**src/rtl/decoder_seq.sv**
```systemverilog
// -----------------------------------------------------------------------------
// decoder_seq
//   Registered, parametrised SEL_W-to-2**SEL_W one-hot decoder with enable,
//   a load strobe for direct decoding, and an auto-scan mode. Scan mode steps
//   the active line through every output, holding each one for HOLD cycles.
//
// Parameters
//   SEL_W       select width; output width is 2**SEL_W (derived)
//   HOLD        scan dwell per line in clock cycles, legal range 1..256
//   ACTIVE_LOW  1 = active line driven 0 and inactive lines driven 1
//
// Ports
//   clk_i    clock, rising edge
//   rst_ni   asynchronous active-low reset
//   en_i     block enable; 0 returns the block to IDLE
//   mode_i   0 = decode (load) mode, 1 = scan mode
//   load_i   decode-mode strobe: capture sel_i on this edge
//   sel_i    select index
//   x_o      registered one-hot output (polarity per ACTIVE_LOW)
//   idx_o    index of the currently active line
//   valid_o  1 when x_o has exactly one active line
//   wrap_o   one-cycle pulse when the scan wraps from the last line to 0
// -----------------------------------------------------------------------------
module decoder_seq #(
  parameter int unsigned SEL_W      = 3,
  parameter int unsigned HOLD       = 1,
  parameter bit          ACTIVE_LOW = 1'b0
) (
  input  logic                    clk_i,
  input  logic                    rst_ni,
  input  logic                    en_i,
  input  logic                    mode_i,
  input  logic                    load_i,
  input  logic [SEL_W-1:0]        sel_i,
  output logic [(1<<SEL_W)-1:0]   x_o,
  output logic [SEL_W-1:0]        idx_o,
  output logic                    valid_o,
  output logic                    wrap_o
);

  localparam int unsigned OUT_W   = 1 << SEL_W;
  // A HOLD of 1 still needs a 1-bit counter so the vector is never zero-width.
  localparam int unsigned DWELL_W = (HOLD > 1) ? $clog2(HOLD) : 1;

  localparam logic [DWELL_W-1:0] DWELL_LAST = DWELL_W'(HOLD - 1);
  localparam logic [SEL_W-1:0]   IDX_LAST   = SEL_W'(OUT_W - 1);
  localparam logic [OUT_W-1:0]   X_IDLE     = {OUT_W{ACTIVE_LOW}};

  typedef enum logic [1:0] {
    IDLE   = 2'd0,
    DECODE = 2'd1,
    SCAN   = 2'd2
  } state_e;

  state_e               state_q, state_d;
  logic [SEL_W-1:0]     idx_q,   idx_d;
  logic [DWELL_W-1:0]   dwell_q, dwell_d;
  logic [OUT_W-1:0]     x_q,     x_d;
  logic                 valid_q, valid_d;
  logic                 wrap_q,  wrap_d;

  // ---------------------------------------------------------------------------
  // State register
  // ---------------------------------------------------------------------------
  // NOTE: every register is written with <= so all flops update together from
  // the values present before the edge, independent of statement order.
  always_ff @(posedge clk_i or negedge rst_ni) begin
    if (!rst_ni) begin
      state_q <= IDLE;
      idx_q   <= '0;
      dwell_q <= '0;
      x_q     <= X_IDLE;
      valid_q <= 1'b0;
      wrap_q  <= 1'b0;
    end else begin
      state_q <= state_d;
      idx_q   <= idx_d;
      dwell_q <= dwell_d;
      x_q     <= x_d;
      valid_q <= valid_d;
      wrap_q  <= wrap_d;
    end
  end

  // ---------------------------------------------------------------------------
  // Next-state logic. Priority on every edge: en_i low, then mode_i, then load_i.
  // ---------------------------------------------------------------------------
  // NOTE: defaults are assigned first so every path drives every signal;
  // a path that left one unassigned would infer a latch.
  always_comb begin
    state_d = state_q;
    idx_d   = idx_q;
    dwell_d = dwell_q;

    unique case (state_q)
      IDLE: begin
        if (en_i && mode_i) begin
          state_d = SCAN;
          idx_d   = '0;
          dwell_d = '0;
        end else if (en_i && load_i) begin
          state_d = DECODE;
          idx_d   = sel_i;
        end
      end

      DECODE: begin
        if (!en_i) begin
          state_d = IDLE;           // idx retained while idle
        end else if (mode_i) begin
          state_d = SCAN;
          idx_d   = '0;
          dwell_d = '0;
        end else if (load_i) begin
          idx_d   = sel_i;
        end
      end

      SCAN: begin
        if (!en_i) begin
          state_d = IDLE;
          dwell_d = '0;
        end else if (!mode_i) begin
          // Leaving scan freezes the current line unless a load lands on the
          // same edge.
          state_d = DECODE;
          dwell_d = '0;
          if (load_i) idx_d = sel_i;
        end else if (dwell_q == DWELL_LAST) begin
          dwell_d = '0;
          idx_d   = idx_q + SEL_W'(1);  // natural wrap modulo OUT_W
        end else begin
          dwell_d = dwell_q + DWELL_W'(1);
        end
      end

      default: begin
        state_d = IDLE;
        idx_d   = '0;
        dwell_d = '0;
      end
    endcase
  end

  // ---------------------------------------------------------------------------
  // Output logic: computed from the next state so the registered outputs line
  // up with the state they describe, with no input-to-output combinational path.
  // ---------------------------------------------------------------------------
  logic [OUT_W-1:0] hot_d;

  always_comb begin
    valid_d = (state_d != IDLE);
    hot_d   = '0;
    if (valid_d) hot_d[idx_d] = 1'b1;
    x_d     = ACTIVE_LOW ? ~hot_d : hot_d;
    // Wrap only on a genuine step out of the last line while scanning; the
    // initial scan entry also lands on line 0 but must not pulse.
    wrap_d  = (state_q == SCAN) && (state_d == SCAN) &&
              (dwell_q == DWELL_LAST) && (idx_q == IDX_LAST);
  end

  assign x_o     = x_q;
  assign idx_o   = idx_q;
  assign valid_o = valid_q;
  assign wrap_o  = wrap_q;

endmodule

```
**config.mk**
```make
export PLATFORM = sky130hd
export DESIGN_NAME = decoder_seq
export DESIGN_NICKNAME = d
export VERILOG_FILES = /design/src/rtl/decoder_seq.sv
export SDC_FILE = /design/constraint.sdc
export NUM_CORES = 1
export LEC_CHECK = 0
export CORE_MARGIN = 10
export CORE_UTILIZATION = 49
export CTS_CLUSTER_DIAMETER = 100
export DETAILED_ROUTE_END_ITERATION = 16
export PLACE_DENSITY = 0.89
export SLEW_MARGIN = 20
export SYNTH_ARGS = -nofsm -noshare
export SYNTH_HDL_FRONTEND = slang
export SYNTH_SLANG_ARGS = --single-unit
export TNS_END_PERCENT = 10
```
**constraint.sdc**
```tcl
create_clock -name clk_i -period 5 [get_ports clk_i]
set_input_delay 1 -clock clk_i [delete_from_list [all_inputs] [get_ports clk_i]]
set_output_delay 1 -clock clk_i [all_outputs]
set_load 0.1 [all_outputs]
```
Yosys cells after proc, flatten, opt, wreduce, memory -nomap -nowiden
Index checks and enable logic that the tools add are counted.

Bits of input ports: 8. Register bits: 16. Logic and storage cells: 53.

Bitwise gates (word level): 1. Equality and inequality tests: 7. Add/subtract/negate cells: 2. Magnitude comparators: 2. Reduce and logical (&&, ||, !) cells: 9. Mux-type cells: 26.

Operators with widths (count): 2-to-1 mux 3 bit (8); 2-to-1 mux 2 bit (6); case mux 3 bit (3 select lines) (1); 2-to-1 mux 8 bit (1); 2-to-1 mux 1 bit (7); logical AND 1 bit (6); != test 2 bit (second input constant) (3); case mux 2 bit (3 select lines) (1); == test 2 bit (second input constant) (2); less-than comparator 3 x 4 -> 1 bit (second input constant) (1); adder 3 x 1 -> 3 bit (second input constant) (1); demux 1 bit (select 3 bit) (1); == test 3 bit (second input constant) (1); greater-or-equal comparator 3 x 1 -> 1 bit (second input constant) (1); case mux 1 bit (3 select lines) (1); AND reduction 3 bit (1); == test 2 x 1 -> 1 bit (second input constant) (1); zero test 2 bit (1); nonzero test 2 bit (1); adder 1 bit (second input constant) (1); NOT 1 bit (1).

Depth between registers and ports, before layout
Depth after elaboration: 10. Depth in mapped cells: 6. Depth with buffers taken out: 5.

Worst setup path before layout
OpenSTA, ideal clock, no wires.

Path type: flip-flop to flip-flop. Start point: reg idx_q[0], in the netlist idx_o[0]. End point: reg x_q[4], in the netlist x_o[4]. Arrival: 2.266 ns. Library setup time: 0.094 ns. Path buffers: 0. Data required time: 4.906 ns. Setup slack: 2.640 ns. Cell stages (with the launch flop): 6. Cells stage by stage: dfrtp_1 > ha_1 > ha_1 > o221ai_2 > a2111o_1 > a211oi_1.

Word-level cells in the longest chain between the ends: 10. Elaborated cells on any way between the ends: 16. Classes of those cells: 1 x add/sub; 2 x order compare; 12 x mux; 1 x reduce/logical.

Ends and longest elaborated chain: start, declared (RTL line 56) `logic [SEL_W-1:0] idx_q, idx_d;`; start signal, assigned (RTL line 77) `idx_q <= idx_d;`; adder 3 x 1 -> 3 bit (RTL line 131) `idx_d = idx_q + SEL_W'(1);`; 2-to-1 mux 3 bit (RTL line 129) `end else if (dwell_q == DWELL_LAST) begin`; 2-to-1 mux 3 bit (RTL line 123) `end else if (!mode_i) begin`; 2-to-1 mux 3 bit (RTL line 120) `if (!en_i) begin`; case mux 3 bit (3 select lines) * (RTL line 95) `unique case (state_q)`; less-than comparator 3 x 4 -> 1 bit (implied by the code) / greater-or-equal comparator 3 x 1 -> 1 bit (equally long branches) (RTL line 154) `if (valid_d) hot_d[idx_d] = 1'b1;`; logical AND 1 bit (implied by the code) (RTL line 154); 2-to-1 mux 1 bit (implied by the code) (RTL line 154); demux 1 bit (select 3 bit) * (RTL line 154); 2-to-1 mux 8 bit * (RTL line 154); named net hot_d[4] (RTL line 149) `logic [OUT_W-1:0] hot_d;`; end signal, assigned (RTL line 72) `x_q <= X_IDLE;`; end signal, assigned (RTL line 79) `x_q <= x_d;`; end, declared (RTL line 58) `logic [OUT_W-1:0] x_q, x_d;`.

The timed path passes the listed nets; every way through them passes the cells marked *. A chain may end at the register's enable or synchronous reset.

Worst setup path after layout
Start point: reg idx_q[0], in the netlist idx_o[0]. End point: out idx_o[0].

RTL lines: end, declared (RTL line 36) `output logic [SEL_W-1:0] idx_o,`.

No word-level cell between the ends.

==> results.sh <==
export IMPL_met3_usage_pct=1.50
export IMPL_synth_yosys_warnings=0
export IMPL_grt_overflow=0
export IMPL_ys_types=31
export IMPL_powerDensity_mw_per_mm2=343
export IMPL_cts_setup_buffers=0
export IMPL_vias=610
export IMPL_place_hpwl_mm=1.33
export IMPL_cts_made_buffers=3
export IMPL_power_leakage_nw=0.440
export IMPL_post_route_min_period_ps=2940
export IMPL_area_delta_synth_final_pct=28.8
export IMPL_rsz0062_at_grt="false"
export IMPL_fmax_ghz=0.340
export IMPL_vdd_ir_drop_max_mv=0.173
export IMPL_core_sq_mm=0.00149
export IMPL_ys_seq_elements=15
export IMPL_ys_flop_type="dfrtp_1"
export IMPL_ctsResizeCount=0
export IMPL_crit_chain="clkdlybuf4s50_1"
export IMPL_rows=14
export IMPL_worst_path_buf_inv=1
export IMPL_syn_instance_count=68
export IMPL_critPathMaxStageDelay_ps=1190
export IMPL_start_util_pct=51.6
export IMPL_fin_nets=99
export IMPL_ys_async_sr_fraction_pct=100
export IMPL_drc=0
export IMPL_drive_gt1_share_pct=11.4
export IMPL_die_w_um=59.6
export IMPL_root_buffer="clkbuf_4"
export IMPL_synth_edff_count=0
export IMPL_avgSynthCellArea_sq_um=11.3
export IMPL_drtPass1Iterations=2
export IMPL_grt_pass1_vias=618
export IMPL_hold_class="flip-flop to flip-flop"
export IMPL_fin_ws_ps=2060
export IMPL_die_area_sq_mm=0.00355
export IMPL_syn_area_sq_um=768
export IMPL_globalRouteMet2Util_pct=16.8
export IMPL_syn_num_nets=78
export IMPL_worst_setup_path_start_kind="flip-flop"
export IMPL_grtUsageTotal_pct=10.2
export IMPL_cts_tree="yes"
export IMPL_wirelength_mm=1.64
export IMPL_wire_per_inst_um=15.8
export IMPL_finalNonFillerCells=104
export IMPL_design_area_sq_um=990
export IMPL_cts_sinks=15
export IMPL_status="complete, no violations"
export IMPL_yosysSeqAreaShare_pct=48.9
export IMPL_clk_pin_slew_ps=90
export IMPL_cp_end_kind="primary output"
export IMPL_place_inst=100
export IMPL_synth_area_leaders="dfrtp_1 (49%), a211oi_1 (5.9%), and3_1 (3.3%)"
export IMPL_place_area_sq_um=963
export IMPL_synthTopCellsByCount="dfrtp_1 (15), a211oi_1 (6), and3_1 (4), nor4_1 (4)"
export IMPL_synthDominantAreaCellType="dfrtp_1"
export IMPL_tns_ps=0
export IMPL_drv_cap=0
export IMPL_clockBufferDepth=2
export IMPL_pin_count=21
export IMPL_hold_viol_final=0
export IMPL_yosysMostFrequentCell="dfrtp_1"
export IMPL_synth_top_cell_area_share_pct=48.9
export IMPL_critical_path_top_delay_family="buffers and inverters"
export IMPL_cp_arrival_ps=1940
export IMPL_setup_viol=0
export IMPL_pre_cts_ws_ps=2110
export IMPL_antenna_cells=0
export IMPL_grtUsageMet1_pct=11.9
export IMPL_slew_headroom_pct=34.7
export IMPL_vias_per_cell=5.87
export IMPL_cts_max_level=1
export IMPL_min_period_over_period_pct=58.8
export IMPL_gp_congestion=0.856
export IMPL_cts_hold_buf=0
export IMPL_slew_viol_final=0
export IMPL_grt_max_degree=16
export IMPL_antenna_left=0
export IMPL_tightest_slew_ps=977
export IMPL_critical_path_max_fanout=6
export IMPL_required_ps=4000
export IMPL_clock_skew_ps=5.72
export IMPL_die_y_um=59.6
export IMPL_cp_slowest_cell="clkdlybuf4s50_1"
export IMPL_drtIter0Drc=8
export IMPL_worstSetupPathType="flip-flop to primary output"
export IMPL_top_usage_layer="met2"
export IMPL_numPortBuffers=20
export IMPL_grt_pass1_wl_mm=2.84
export IMPL_antenna_found_initial=0
export IMPL_insertion_delay_ps=270
-- cell type report --
type,instances,area (sq um)
Inverter,1,3.75
Clock buffer,4,26.3
Tap cell,16,20.0
Sequential cell,15,375
Multi-Input combinational cell,48,364
Timing Repair Buffer,20,200
Fill cell,123,499
-- power breakdown --
group	switching (mW)	internal [mW]
sequential	0.0103	0.130
clock	0.0354	0.0309
combinational	0.0951	0.0370
-- final timing paths --
check                      startpoint    endpoint  slack, ps  cells after the start
max reg2reg                  idx_o[0]      x_o[4]       3010                      5
max                          idx_o[0]    idx_o[0]       2060                      1
min in group asynchronous      rst_ni    idx_o[0]       1100                      1
min reg2reg                state_q[1]  state_q[1]        680                      1
max in group asynchronous      rst_ni     valid_o       3490                      1
min                        state_q[1]  state_q[1]        680                      1
-- placed cells by master, fill, tap and decap left out, types with 2 or more instances in the layout --
cell type,count
nor2_1,3
nor2b_1,3
nor3_1,2
nor4_1,4
clkbuf_4,3
clkdlybuf4s50_1,20
and3_1,4
a21oi_1,2
dfrtp_1,15
and4b_1,2
nand2_1,3
a211oi_1,6
ha_1,2
-- cells by family (layout without fill, tap and decap cells) --
kind of cell	after synthesis	count (layout)	synth area share (%)
and+or+nand+nor	27	27	22.3
adders and majority gates	2	2	3.26
DFF	15	15	48.9
AOI/OAI and AO/OA	19	19	21.8
buffers and inverters	5	25	3.74
-- per-stage QoR --
step                      total power [mW]  utilization (%)  hold slack, ps
after detailed placement             0.276             64.7             667
after CTS                            0.342             66.5             675
after global placement               0.274             64.7             666
after floorplan                      0.241                -             549
after global routing                 0.355             66.5             728
final                                0.339             66.5             678
-- layer usage --
layer	up-vias	routed length [um]	part of all wire (%)
met4	0	29	1.8
met3	2	93	5.7
met5	-	0	0
li1	309	-	-
met2	18	803	49
met1	281	714	44
-- registers in the layout, indices dropped and copies added, names as in the netlist --
signal	count
valid_o	1
state_q	2
idx_o	3
x_o	8
wrap_o	1
(Power assumes the default switching activity.)
